## src/rtl/iz_pkg.sv

```systemverilog
// rtl/iz_pkg.sv - shared constants and FSM state type for the neuron parameter loader
package iz_pkg;

    typedef enum logic [2:0] {
        ST_IDLE   = 3'd0,
        ST_RECV   = 3'd1,
        ST_CSUM   = 3'd2,
        ST_COMMIT = 3'd3,
        ST_ERR    = 3'd4
    } iz_state_t;

    localparam logic [7:0]  SYNC_BYTE        = 8'hA5;
    localparam int          FRAME_DATA_BYTES = 8;

    localparam logic [15:0] IZ_DEF_A = 16'h0001;
    localparam logic [15:0] IZ_DEF_B = 16'h000D;
    localparam logic [15:0] IZ_DEF_C = 16'hEFC0;
    localparam logic [15:0] IZ_DEF_D = 16'h0200;

endpackage

```

## src/rtl/iz_param_loader.sv

```systemverilog
// rtl/iz_param_loader.sv - framed byte loader committing XOR-checked neuron parameters
module iz_param_loader
    import iz_pkg::*;
#(
    parameter int          TIMEOUT_CYCLES = 1024,
    parameter logic [15:0] DEF_A          = IZ_DEF_A,
    parameter logic [15:0] DEF_B          = IZ_DEF_B,
    parameter logic [15:0] DEF_C          = IZ_DEF_C,
    parameter logic [15:0] DEF_D          = IZ_DEF_D
) (
    input  logic        clk,
    input  logic        reset,
    input  logic [7:0]  in_data,
    input  logic        in_valid,
    output logic        in_ready,
    output logic [15:0] param_a,
    output logic [15:0] param_b,
    output logic [15:0] param_c,
    output logic [15:0] param_d,
    output logic        params_ready,
    output logic        load_done,
    output logic        load_error
);

    localparam int            TW      = $clog2(TIMEOUT_CYCLES) + 1;
    localparam logic [TW-1:0] TO_LAST = TW'(TIMEOUT_CYCLES - 1);
    localparam logic [2:0]    LAST_IX = 3'(FRAME_DATA_BYTES - 1);

    iz_state_t       state_q, state_d;
    logic [2:0]      cnt_q, cnt_d;
    logic [7:0]      xor_q, xor_d;
    logic [TW-1:0]   to_q, to_d;
    logic [7:0][7:0] shadow_q, shadow_d;
    logic [15:0]     param_a_q, param_a_d, param_b_q, param_b_d;
    logic [15:0]     param_c_q, param_c_d, param_d_q, param_d_d;
    logic            params_ready_q, params_ready_d;
    logic            have_set_q, have_set_d;
    logic            in_ready_q, in_ready_d;
    logic            load_done_q, load_done_d;
    logic            load_error_q, load_error_d;
    logic            accept;

    assign accept = in_valid && in_ready_q;

    always_comb begin
        state_d        = state_q;
        cnt_d          = cnt_q;
        xor_d          = xor_q;
        to_d           = to_q;
        shadow_d       = shadow_q;
        param_a_d      = param_a_q;
        param_b_d      = param_b_q;
        param_c_d      = param_c_q;
        param_d_d      = param_d_q;
        params_ready_d = params_ready_q;
        have_set_d     = have_set_q;

        case (state_q)
            ST_IDLE: begin
                if (accept && in_data == SYNC_BYTE) begin
                    state_d        = ST_RECV;
                    cnt_d          = 3'd0;
                    xor_d          = 8'h00;
                    to_d           = '0;
                    params_ready_d = 1'b0;
                end
            end
            ST_RECV, ST_CSUM: begin
                // An accepted byte always wins over a timeout in the same cycle.
                if (accept) begin
                    to_d = '0;
                    if (state_q == ST_RECV) begin
                        shadow_d[cnt_q] = in_data;
                        xor_d           = xor_q ^ in_data;
                        cnt_d           = cnt_q + 3'd1;
                        if (cnt_q == LAST_IX) state_d = ST_CSUM;
                    end else if (in_data == xor_q) begin
                        state_d        = ST_COMMIT;
                        param_a_d      = {shadow_q[0], shadow_q[1]};
                        param_b_d      = {shadow_q[2], shadow_q[3]};
                        param_c_d      = {shadow_q[4], shadow_q[5]};
                        param_d_d      = {shadow_q[6], shadow_q[7]};
                        params_ready_d = 1'b1;
                        have_set_d     = 1'b1;
                    end else begin
                        state_d = ST_ERR;
                    end
                end else if (to_q == TO_LAST) begin
                    state_d = ST_ERR;
                end else if (to_q != '1) begin
                    to_d = to_q + 1'b1;
                end
            end
            ST_COMMIT: state_d = ST_IDLE;
            ST_ERR: begin
                state_d        = ST_IDLE;
                params_ready_d = have_set_q;
            end
            default: state_d = ST_IDLE;
        endcase

        in_ready_d   = (state_d == ST_IDLE) || (state_d == ST_RECV) || (state_d == ST_CSUM);
        load_done_d  = (state_d == ST_COMMIT);
        load_error_d = (state_d == ST_ERR);
    end

    always_ff @(posedge clk) begin
        if (reset) begin
            state_q        <= ST_IDLE;
            cnt_q          <= 3'd0;
            xor_q          <= 8'h00;
            to_q           <= '0;
            shadow_q       <= '0;
            param_a_q      <= DEF_A;
            param_b_q      <= DEF_B;
            param_c_q      <= DEF_C;
            param_d_q      <= DEF_D;
            params_ready_q <= 1'b0;
            have_set_q     <= 1'b0;
            in_ready_q     <= 1'b1;
            load_done_q    <= 1'b0;
            load_error_q   <= 1'b0;
        end else begin
            state_q        <= state_d;
            cnt_q          <= cnt_d;
            xor_q          <= xor_d;
            to_q           <= to_d;
            shadow_q       <= shadow_d;
            param_a_q      <= param_a_d;
            param_b_q      <= param_b_d;
            param_c_q      <= param_c_d;
            param_d_q      <= param_d_d;
            params_ready_q <= params_ready_d;
            have_set_q     <= have_set_d;
            in_ready_q     <= in_ready_d;
            load_done_q    <= load_done_d;
            load_error_q   <= load_error_d;
        end
    end

    assign in_ready     = in_ready_q;
    assign param_a      = param_a_q;
    assign param_b      = param_b_q;
    assign param_c      = param_c_q;
    assign param_d      = param_d_q;
    assign params_ready = params_ready_q;
    assign load_done    = load_done_q;
    assign load_error   = load_error_q;

endmodule

```

## config.mk

```make
export PLATFORM = sky130hd
export DESIGN_NAME = iz_param_loader
export DESIGN_NICKNAME = d
export VERILOG_FILES = /design/src/rtl/iz_pkg.sv /design/src/rtl/iz_param_loader.sv
export SDC_FILE = /design/constraint.sdc
export NUM_CORES = 1
export LEC_CHECK = 0
export CORE_MARGIN = 1
export CORE_UTILIZATION = 47
export DETAILED_ROUTE_END_ITERATION = 16
export PLACE_DENSITY = 0.8
export SLEW_MARGIN = 20
export SYNTH_ARGS = -nofsm -noshare
export SYNTH_HDL_FRONTEND = slang
export SYNTH_SLANG_ARGS = --single-unit
```

## constraint.sdc

```tcl
create_clock -name clk -period 2.8 [get_ports clk]
set_clock_uncertainty 0.05 [all_clocks]
set_input_delay 0.28 -clock clk [delete_from_list [all_inputs] [get_ports clk]]
set_output_delay 0.28 -clock clk [all_outputs]
set_load 0.01 [all_outputs]
```

Word level (Yosys, flattened, before mapping)
Index checks and enable logic that the tools add are counted.
{"block": "op_classes", "mux": 28, "add_sub_neg": 2, "bitwise_logic": 2, "n_lt_le_gt_ge": 2, "n_reduce_logical": 15, "eq_ne": 19}
{"cell": "$bwmux W64", "count": 1}
{"cell": "$mux W11", "count": 4}
{"cell": "$mux W8", "count": 4}
{"cell": "$mux W3", "count": 9}
{"cell": "$demux W8 S3", "count": 1}
{"cell": "$pmux W11 S2", "count": 1}
{"cell": "$pmux W8 S2", "count": 1}
{"cell": "$pmux W3 S2", "count": 2}
{"cell": "$reduce_and A4 Y1", "count": 3}
{"cell": "$add A11 B1 Y11 const B", "count": 1}
{"cell": "$eq A11 B10 Y1 const B", "count": 1}
{"cell": "$ne A11 B11 Y1 const B", "count": 1}
{"cell": "$ne A2 B2 Y1 const B", "count": 5}
{"cell": "$eq A3 B2 Y1 const B", "count": 3}
{"cell": "$eq A3 B3 Y1 const B", "count": 3}
{"cell": "$eq A8 B8 Y1", "count": 1}
{"cell": "$eq A8 B8 Y1 const B", "count": 1}
{"cell": "$xor A8 B8 Y8", "count": 1}
{"cell": "$eq A3 B1 Y1 const B", "count": 2}
{"cell": "$logic_not A3 Y1", "count": 2}
{"cell": "$ne A3 B3 Y1 const B", "count": 2}
{"cell": "$reduce_and A5 Y1", "count": 1}
{"cell": "$lt A3 B4 Y1 const B", "count": 1}
{"cell": "$mux W1", "count": 4}
{"cell": "other kinds (10)", "count": 13}
{"block": "totals", "register_bits": 158, "output_inout_bits": 68}

Depth between registers and ports, before layout
Gate-level depths: netlist of run 1.
{"block": "depth", "depth_word": 8, "mapped_depth": 8, "depth_no_buf": 6}

Worst setup path before layout of run 1
No wires, ideal clock.
{"block": "synth_timing", "kind": "reg-to-reg", "start": "reg in_ready_q (netlist: in_ready)", "end": "reg param_a_q[0] (netlist: param_a[0])", "setup_slack_ns": 0.929, "n_path_buf": 2, "stages_incl_launch_ff": 8, "arrival_ns": 1.699, "synth_period_minus_slack_ns": 1.871, "required_time_ns": 2.628, "setup_ns": 0.122, "cell_sequence": "dfxtp_1 > nand2_2 > or3_1 > or3_4 > buf_6 > buf_6 > nand2_1 > nand3b_1"}
{"block": "synth_via", "elab_chain_len": 2}
{"element": "from (decl)", "line_no": "iz_param_loader.sv:38", "source": "logic in_ready_q, in_ready_d;"}
{"element": "from (signal assigned)", "line_no": "iz_param_loader.sv:135", "source": "in_ready_q <= in_ready_d;"}
{"element": "$logic_and A1 B1 Y1", "line_no": "iz_param_loader.sv:43", "source": "assign accept = in_valid && in_ready_q;"}
{"element": "$reduce_and A4 Y1 (no line)"}
{"element": "to (signal assigned)", "line_no": "iz_param_loader.sv:129", "source": "param_a_q <= param_a_d;"}
{"element": "to (decl)", "line_no": "iz_param_loader.sv:34", "source": "logic [15:0] param_a_q, param_a_d, param_b_q, param_b_d;"}
Every way passes these cells.
A chain may end at the register's enable or synchronous reset.

Worst setup path after layout of run 1
{"block": "layout_timing", "start": "reg state_q[0]", "end": "reg shadow_q[42] (netlist name)"}
{"block": "layout_via", "elab_chain_len": 3}
{"element": "from (decl)", "line_no": "iz_param_loader.sv:29", "source": "iz_state_t state_q, state_d;"}
{"element": "from (signal assigned)", "line_no": "iz_param_loader.sv:124", "source": "state_q <= state_d;"}
{"element": "$eq A3 B1 Y1 or $eq A3 B2 Y1 (tied branches)", "line_no": "iz_param_loader.sv:58, iz_param_loader.sv:72"}
{"element": "$reduce_or A2 Y1", "line_no": "iz_param_loader.sv:58", "source": "case (state_q)"}
{"element": "$reduce_and A3 Y1 (no line) *"}
{"element": "to (signal assigned)", "line_no": "iz_param_loader.sv:128", "source": "shadow_q <= shadow_d;"}
{"element": "to (decl)", "line_no": "iz_param_loader.sv:33", "source": "logic [7:0][7:0] shadow_q, shadow_d;"}
Mark *: on every way between the ends. The rest lies on a longest branch, timed or not.

==> reports/metrics.cfg, run 1 <==
[worst_setup_path]
end_kind = flop
crit_required_ps = 3040
crit_path_start_kind = flop
crit_arrival_ps = 2440
rrSetupSlack_ps = 590
path_max_fanout = 10
critPathKind = reg -> reg

[sta]
fin_hold_ws_ps = 286
min_period_over_period_pct = 78.8
fin_crit_ps = 2210
slew_headroom_pct = 60.1
drv_slew = 0
setup-tns-final_ps = 0
setup_viol = 0
rsz0062_at_grt = no
final.setup.worst_slack_ps = 594
hold_viol = 0
tightestPinTransition_ps = 599
fmax_mhz = 453

[cts]
cts_hold_buffers = 0
cts_made_buffers = 17
clock-sinks = 158
cts_tree = yes
cts_buffer_depth = 2
ctsResizeCount = 0
clkLatencyLatePin_ps = 420
cts-htree-levels = 4
postCtsSetupRepairBufs = 0
clkTransAtPathRegs_ps = 60
clockRootBuffer = clkbuf_16

[logic_synthesis]
avgSynthCellArea_um2 = 8.22
syn_area_mm2 = 0.00621
synth_warnings = 0
ys_ff_latch = 158
yosysSeqAreaShare_pct = 50.9
synth_cell_type_count = 48
synth_edf_count = 0
synth_top_area_share_pct = 50.9
synth_async_sr_flop_share_pct = 0
yosysTopAreaCell = dfxtp_1
synth_area_leaders = dfxtp_1 (51%), nand2_1 (15%), a21oi_1 (9.6%)
syn_inst = 756
syn-num-nets = 770
ys.flop_type = dfxtp_1

[power_and_ir_drop]
vdd_drop_max_mv = 0.373
fin_total_pwr_mw = 4.48
p_per_area_mw_per_mm2 = 589
cellLeakagePower_nw = 2.68

[global_route]
grt_usage_pct = 22.3
antenna_found_initial = 0
grt_max_degree = 65
grt_remaining_overflow = 0
grt_pass1_vias = 4890
grt_pass1_wl_um = 23400

[drt]
drt-total-wl_um = 14400
route.detailed.drc = 0
drt_iter0_drc = 350
ant_nets = 0
vias = 5311
avgViaCountPerCell = 5.32
wl_per_cell_um = 14.4
first_pass_iters = 5

[floorplan]
row_count = 41
core_mm2 = 0.0128
pin_count = 79
die_w_um = 117
die_y_um = 117
die_area_mm2 = 0.0137
start_util_pct = 48.6

[cells_and_area]
regArea_mm2 = 0.00316
finalNonFillerCells = 999
antenna_cells = 0
drive_gt1_share_pct = 7.01
fin_util_pct = 59.5
final_area_mm2 = 0.00761
nets = 830
multi_input_area_mm2 = 0.00272
fill_cells = 1103
area_growth_pct = 22.5

[placed_design]
dpl.hpwl_um = 9040
globalplace.congestion = 0.857
pre_cts_ws_ps = 304
portBuffers = 78
place_inst = 969
dpl_cell_area_mm2 = 0.00707

[run_status]
outcome = completed

[hold_path]
holdCritPathClass = in -> reg

[flow_run]
drv_cap = 0

==> cells in the mapped netlist, types with 3 or more instances <==
master,number
a21oi_1,119
a311oi_1,5
a31oi_1,3
and2_1,3
and3_1,4
and4_1,3
buf_2,14
buf_4,6
buf_6,8
clkbuf_1,28
dfxtp_1,158
ha_1,3
inv_1,5
mux2i_1,18
nand2_1,240
nand3_1,9
nand3b_1,24
nand4_1,5
nor2_1,40
nor3_1,3
o21ai_0,12
or3_1,6
xnor2_1,8
==> worst paths after layout <==
path / cells past startpoint / to / startpoint
setup / recovery: 6 / shadow_q[42] / state_q[0]
hold / removal: 2 / to_q[0] / reset
setup reg to reg: 6 / shadow_q[42] / state_q[0]
hold reg to reg: 2 / param_b[13] / shadow_q[21]
==> sequential cells by signal (all words and copies together), names as in the netlist, 3 cells and up <==
name / cells
to_q: 11
state_q: 3
param_d: 16
xor_q: 8
param_a: 16
shadow_q: 64
param_c: 16
cnt_q: 3
param_b: 16
==> area by class of cell <==
cell class	count	area share [%]
clock buffer	20	5.87
clock inverter	10	1.22
inverter	5	0.247
multi-input combinational	537	35.8
sequential	158	41.6
tap	172	2.83
timing repair buffer	97	12.4
==> cells by family after synthesis <==
family                   after synthesis  synth area share, %
AND/OR/NAND/NOR                      354                 25.5
XOR/XNOR                               9                 1.27
flip-flops                           158                 50.9
multiplexers                          18                 2.90
buffers and inverters                 61                 5.30
AO/OA/AOI/OAI                        153                 13.5
adder cells (fa/ha/maj)                3                0.604
==> report_power, final <==
group | leakage, nW | switching, mW | total (mW) | internal [mW]
clock network | 0.254 | 0.884 | 2.12 | 1.23
registers | 1.27 | 0.000318 | 2.25 | 2.25
logic | 1.15 | 0.0759 | 0.112 | 0.0366
==> layer usage <==
metal | GRT usage, % | vias to the layer above | part of all wire, %
li1 | - | 2635 | -
met1 | 29.1 | 2524 | 47
met2 | 36.4 | 134 | 47
met3 | 4.27 | 18 | 4.3
met4 | 9.20 | 0 | 1.6
met5 | 0 | - | 0
==> worst max-delay path, stage by stage, from the launching register on <==
cell      delay, ps
dfxtp_1         510
or3b_1          490
nor2_2          260
nand4b_1        280
buf_4           270
mux2i_1         150
nor2_1           50
==> layout by cell type, fill, tap and decap left out, types with 2 or more instances in the layout <==
| cell | Yosys | layout |
|---|---|---|
| nand3b_1 | 24 | 24 |
| xnor2_1 | 8 | 8 |
| ha_1 | 3 | 3 |
| inv_1 | 5 | 5 |
| and3b_1 | 2 | 2 |
| clkbuf_16 | 0 | 17 |
| and4_1 | 3 | 3 |
| nand4_1 | 5 | 5 |
| clkinv_2 | 0 | 3 |
| nor3_1 | 3 | 2 |
| a31oi_1 | 3 | 3 |
| o21bai_1 | 2 | 2 |
| a21oi_1 | 119 | 119 |
| clkdlybuf4s50_1 | 0 | 77 |
| mux2i_1 | 18 | 18 |
| a211oi_1 | 2 | 2 |
| a311oi_1 | 5 | 5 |
| dfxtp_1 | 158 | 158 |
| o21a_1 | 2 | 2 |
| nand2_1 | 240 | 240 |
| nand3_1 | 9 | 9 |
| and2_1 | 3 | 3 |
| buf_12 | 0 | 2 |
| o21ai_0 | 12 | 12 |
| nor2_1 | 40 | 40 |
| clkinvlp_4 | 0 | 4 |
| or3_1 | 6 | 6 |
| buf_4 | 6 | 18 |
| clkbuf_1 | 28 | 2 |
| nand2b_1 | 2 | 2 |
| nor2b_1 | 2 | 2 |
| nand4b_1 | 2 | 2 |
| and3_1 | 4 | 4 |
No activity file was read; power rests on OpenSTA's default activity.
==> inputs of run 2 (changes only) <==
PLACE_DENSITY = 0.83   (was 0.8)
clock period = 1.9 ns   (was 2.8 ns; I/O delays follow)
==> reports/metrics.cfg, run 2 (synthesis results as in run 1) <==
[global_route]
grt_remaining_overflow = 0  ; unchanged
grt_max_degree = 50  ; was 65
grt_pass1_wl_um = 23700  ; was 23400 um
antenna_found_initial = 0  ; unchanged
grt_pass1_vias = 4876  ; was 4890
grt_usage_pct = 22.7  ; was 22.3%

[drt]
ant_nets = 0  ; unchanged
first_pass_iters = 5  ; unchanged
route.detailed.drc = 0  ; unchanged
drt_iter0_drc = 399  ; was 350
avgViaCountPerCell = 5.29  ; was 5.32
drt-total-wl_um = 14800  ; was 14400 um
vias = 5518  ; was 5311
wl_per_cell_um = 14.1  ; was 14.4 um

[floorplan]
die_w_um = 117  ; unchanged
row_count = 41  ; unchanged
die_area_mm2 = 0.0137  ; unchanged
pin_count = 79  ; unchanged
core_mm2 = 0.0128  ; unchanged
start_util_pct = 48.6  ; unchanged
die_y_um = 117  ; unchanged

[worst_setup_path]
r2r-start = in_ready  ; was state_q[0]
crit_arrival_ps = 2060  ; was 2440 ps
path_max_fanout = 39  ; was 10
cp-startpoint = in_ready  ; was state_q[0]
critPathKind = reg -> reg  ; unchanged
end_kind = flop  ; unchanged
r2r_end = param_d[0]  ; was shadow_q[42]
endpoint = param_d[0]  ; was shadow_q[42]
reg2regPathDepth = 6  ; unchanged
rrSetupSlack_ps = 70  ; was 590 ps
crit_path_start_kind = flop  ; unchanged
crit_required_ps = 2140  ; was 3040 ps

[power_and_ir_drop]
cellLeakagePower_nw = 2.93  ; was 2.68 nW
power_frac_comb_pct = 2.7  ; was 2.5%
p_clk_share_pct = 46.9  ; was 47.3%
p_seq_share_pct = 50.3  ; was 50.2%
p_sw_mw = 1.43  ; was 0.960 mW
vdd_drop_max_mv = 0.522  ; was 0.373 mV
switching_share_pct = 21.7  ; was 21.4%
p_int_mw = 5.16  ; was 3.52 mW
p_per_area_mw_per_mm2 = 819  ; was 589 mW/mm^2

[cts]
clock-sinks = 158  ; unchanged
clkTransAtPathRegs_ps = 60  ; about the same
cts_tree = yes  ; unchanged
cts-htree-levels = 4  ; unchanged
clkLatencyLatePin_ps = 430  ; was 420 ps
cts_hold_buffers = 0  ; unchanged
cts_buffer_depth = 2  ; unchanged
cts_made_buffers = 17  ; unchanged
clockRootBuffer = clkbuf_16  ; unchanged

[sta]
rsz0062_at_grt = no  ; unchanged
setup-tns-final_ps = 0  ; unchanged
fmax_mhz = 548  ; was 453 MHz
tightestPinTransition_ps = 602  ; was 599 ps
drv_slew = 0  ; unchanged
fin_crit_ps = 1830  ; was 2210 ps
min_period_over_period_pct = 96.1  ; was 78.8%
slew_headroom_pct = 59.9  ; was 60.1%
setup_viol = 0  ; unchanged
hold_viol = 0  ; unchanged

[cells_and_area]
largest_reg_flops = 64  ; unchanged
nets = 874  ; was 830
final_area_mm2 = 0.00804  ; was 0.00761 mm^2
area_growth_pct = 29.4  ; was 22.5%
final_common_cell = nand2_1  ; unchanged
antenna_cells = 0  ; unchanged
fill_cells = 1025  ; was 1103
final_cell_mix = nand2_1 (240), dfxtp_1 (157), a21oi_1 (118)  ; was nand2_1 (240), dfxtp_1 (158), a21oi_1 (119)
top_register = shadow_q  ; unchanged
drive_gt1_share_pct = 13.1  ; was 7.01%

[hold_path]
holdCritPathClass = in -> reg  ; unchanged

[placed_design]
dpl.hpwl_um = 9640  ; was 9040 um
globalplace.congestion = 0.848  ; was 0.857
portBuffers = 78  ; unchanged
dpl_cell_area_mm2 = 0.00744  ; was 0.00707 mm^2

[run_status]
outcome = completed  ; unchanged

[flow_run]
drv_cap = 0  ; unchanged

run 2: how the worst min path moves through the flow:
| stage | start | endpoint | slack, ps | cells past startpoint |
|---|---|---|---|---|
| 3_5_place_dp | shadow_q[12] | param_a[4] | 390 | 2 |
| 5_1_grt | reset | shadow_q[27] | 240 | 2 |
| 3_3_place_gp | shadow_q[2] | param_a[10] | 390 | 2 |
| 4_1_cts | reset | shadow_q[27] | 180 | 2 |
| 2_1_floorplan | shadow_q[25] | param_b[1] | 380 | 2 |
| 6_report | reset | state_q[1] | 200 | 2 |
run 2: power groups by stage:
| stage | logic, mW | clock network (mW) | registers [mW] |
|---|---|---|---|
| final | 0.181 | 3.09 | 3.31 |
| after global routing | 0.191 | 3.29 | 3.31 |
| after CTS | 0.173 | 3.13 | 3.31 |
| after detailed placement | 0.173 | 0 | 3.39 |
| after global placement | 0.171 | 0 | 3.39 |
| after floorplan | 0.0873 | 0 | 3.39 |
run 2: metrics by stage:
stage                     power (mW)  hold slack (ps)  std cells  util, %  setup WS (ps)
after floorplan                 3.47              382        756        -           29.1
final                           6.59              204       1043     62.9           74.1
after global placement          3.56              390       1011     58.3           -278
after CTS                       6.61              183       1041     62.4           17.2
after global routing            6.79              235       1043     62.9           17.3
after detailed placement        3.56              394       1011     58.3           -322
run 2: cell type report:
| type | count | area, um^2 | area share [%] |
|---|---|---|---|
| Clock inverter | 11 | 95.1 | 1.18 |
| Timing Repair Buffer | 141 | 1350 | 16.7 |
| Clock buffer | 19 | 433 | 5.39 |
| Sequential cell | 158 | 3160 | 39.4 |
| Multi-Input combinational cell | 537 | 2770 | 34.4 |
| Inverter | 5 | 18.8 | 0.233 |
| Tap cell | 172 | 215 | 2.68 |
run 2: repair_timing:
item                                    CTS  global route
resized for setup                         1            14
pin swaps                                 0             1
buffers inserted                          0             2
endpoints found under the setup margin    1            75
run 2: critical path, cell delays in order, from the launching register on:
cell and delay (ps):
dfxtp_1 340, nand2_2 70, or3_1 410, or3_4 460, buf_12 190, nand2_1 80, a21oi_1 60
run 2: layer usage:
| metal | vias to the layer above | part of all wire, % | global-route usage, % |
|---|---|---|---|
| met5 | - | 0 | 0 |
| met4 | 0 | 1.9 | 9.79 |
| met3 | 22 | 5.5 | 4.53 |
| met2 | 190 | 47 | 35.8 |
| met1 | 2583 | 46 | 30.3 |
| li1 | 2723 | - | - |
==> inputs of run 3 (changes only) <==
CORE_UTILIZATION = 30   (was 47)
MAX_ROUTING_LAYER = met4   (was unset)
PLACE_DENSITY = unset   (was 0.83)
==> reports/metrics.cfg, run 3 (synthesis results as in run 1) <==
[cells_and_area]
antenna_cells = 0  ; unchanged
area_growth_pct = 34.4  ; was 29.4%
final_cell_mix = nand2_1 (240), dfxtp_1 (157), a21oi_1 (119)  ; was nand2_1 (240), dfxtp_1 (157), a21oi_1 (118)
nets = 889  ; was 874
largest_reg_flops = 64  ; unchanged
final_area_mm2 = 0.00835  ; was 0.00804 mm^2
fill_cells = 2030  ; was 1025
final_common_cell = nand2_1  ; unchanged
top_register = shadow_q  ; unchanged
drive_gt1_share_pct = 14.4  ; was 13.1%

[worst_setup_path]
crit_family = buffers and inverters  ; was simple AND/OR/NAND/NOR gates
crit_path_start_kind = primary input  ; was flop
path_max_fanout = 16  ; was 39
cp_slowest_cell = clkdlybuf4s50_1  ; was or3_4
crit_arrival_ps = 2130  ; was 2060 ps
critPathMaxStageDelay_ps = 470  ; was 460 ps
reg2regPathDepth = 6  ; unchanged
critPathKind = in -> reg  ; was reg -> reg
r2r-start = state_q[0]  ; was in_ready
crit_chain = clkdlybuf4s50_1 > buf_4 > xnor2_1 > nand4_1 > nor3_4 > buf_4 > buf_12 > nand2_1 > a21oi_1  ; was nand2_2 > or3_1 > or3_4 > buf_12 > nand2_1 > a21oi_1
worst-path-stages = 9  ; was 6
rrSetupSlack_ps = 120  ; was 70 ps
end_kind = flop  ; unchanged
crit_required_ps = 2200  ; was 2140 ps
cpMostUsedCell = buf_4
critPathBufInv = 4  ; was 1
r2r_end = param_c[1]  ; was param_d[0]

[sta]
min_period_over_period_pct = 95.8  ; was 96.1%
rsz0062_at_grt = yes  ; was no
fin_crit_ps = 1820  ; was 1830 ps
drv_slew = 0  ; unchanged
setup_viol = 0  ; unchanged
fmax_mhz = 549  ; was 548 MHz
final.setup.worst_slack_ps = 79.0  ; was 74.1 ps
tightestPinTransition_ps = 509  ; was 602 ps
slew_headroom_pct = 66.1  ; was 59.9%
hold_viol = 0  ; unchanged
fin_hold_ws_ps = 171  ; was 204 ps

[power_and_ir_drop]
fin_total_pwr_mw = 6.93  ; was 6.59 mW
p_per_area_mw_per_mm2 = 830  ; was 819 mW/mm^2
vdd_drop_max_mv = 0.603  ; was 0.522 mV
cellLeakagePower_nw = 3.06  ; was 2.93 nW

[hold_path]
min_from = reset  ; unchanged
min_delay_worst_endpoint = shadow_q[26]  ; was state_q[1]
whs_path_depth = 2  ; unchanged
holdCritPathClass = in -> reg  ; unchanged

[drt]
ant_nets = 0  ; unchanged
avgViaCountPerCell = 4.62  ; was 5.29
drt-total-wl_um = 15700  ; was 14800 um
wl_per_cell_um = 13.6  ; was 14.1 um
vias = 5350  ; was 5518
route.detailed.drc = 0  ; unchanged
drt_iter0_drc = 377  ; was 399
first_pass_iters = 4  ; was 5

[flow_run]
drv_cap = 0  ; unchanged

[cts]
cts-htree-levels = 4  ; unchanged
clkTransAtPathRegs_ps = 70  ; was 60 ps
clock-sinks = 158  ; unchanged
cts_tree = yes  ; unchanged
cts_hold_buffers = 0  ; unchanged
cts_made_buffers = 17  ; unchanged
clockRootBuffer = clkbuf_16  ; unchanged
clkLatencyLatePin_ps = 430  ; about the same
cts_buffer_depth = 2  ; unchanged

[global_route]
grt_usage_pct = 15.7  ; was 22.7%
grt_pass1_wl_um = 25900  ; was 23700 um
antenna_found_initial = 0  ; unchanged
grt_pass1_vias = 5082  ; was 4876
grt_max_degree = 40  ; was 50
grt_remaining_overflow = 0  ; unchanged

[placed_design]
dpl.hpwl_um = 10700  ; was 9640 um
dpl_cell_area_mm2 = 0.00768  ; was 0.00744 mm^2
globalplace.congestion = 0.826  ; was 0.848
portBuffers = 78  ; unchanged
pre_cts_ws_ps = -371  ; was -322 ps

[floorplan]
die_y_um = 146  ; was 117 um
die_w_um = 146  ; was 117 um
pin_count = 79  ; unchanged
core_mm2 = 0.0202  ; was 0.0128 mm^2
die_area_mm2 = 0.0213  ; was 0.0137 mm^2
row_count = 52  ; was 41
start_util_pct = 30.7  ; was 48.6%

[run_status]
outcome = completed  ; unchanged

## run 3: changes by cell type in the layout (fill, tap and decap cells not counted), sizes merged
cell	delta
buf	+15
clkinvlp	-3
clkbuf	-2
inv	+6
clkinv	+1
## run 3: what timing repair did
| action | CTS | global route |
|---|---|---|
| buffers inserted | 0 | 4 |
| pin swaps | 1 | 5 |
| resized for setup | 1 | 9 |
| setup endpoints to repair | 3 | 95 |
## run 3: metrics by stage
step | TNS [ps] | util, % | instances
after detailed placement | -26830 | 37.9 | 1122
after floorplan | 0 | - | 756
final | 0 | 41.3 | 1158
after global routing | -126 | 41.3 | 1158
after global placement | -23250 | 37.9 | 1122
after CTS | 0 | 40.9 | 1154
## run 3: layout make-up
| type | instances | area, um^2 | share of cell area, % |
|---|---|---|---|
| clock inverter | 15 | 175 | 2.10 |
| multi-input combinational | 537 | 2760 | 33.0 |
| tap | 270 | 338 | 4.05 |
| inverter | 5 | 18.8 | 0.225 |
| timing repair buffer | 156 | 1470 | 17.6 |
| clock buffer | 17 | 425 | 5.10 |
| sequential | 158 | 3160 | 37.9 |
## run 3: worst register-to-register path, delay by kind of cell (launching register included)
kind / cells / cell delay, ps
simple gates: 4 / 1030
flops: 1 / 320
buf+inv: 1 / 190
compound gates: 1 / 60
## run 3: power breakdown
group | internal, mW | total, mW | switching (mW)
logic | 0.0703 | 0.190 | 0.120
clock network | 1.88 | 3.43 | 1.55
registers | 3.31 | 3.31 | 0.000291
## run 3: layer usage
layer,part of all wire [%],global-route usage (%)
met5,0,-
met2,46,24.0
met4,0.98,4.32
met1,48,20.9
met3,5.1,3.26
## run 3: how the worst max path moves through the flow
stage | start | endpoint | slack, ps
2_1_floorplan | in_ready | param_a[0] | 30
3_3_place_gp | in_data[2] | to_q[4] | -350
3_5_place_dp | in_data[3] | param_b[1] | -370
4_1_cts | state_q[1] | to_q[0] | 8
5_1_grt | in_data[1] | param_a[11] | -20
6_report | in_data[2] | param_b[4] | 80
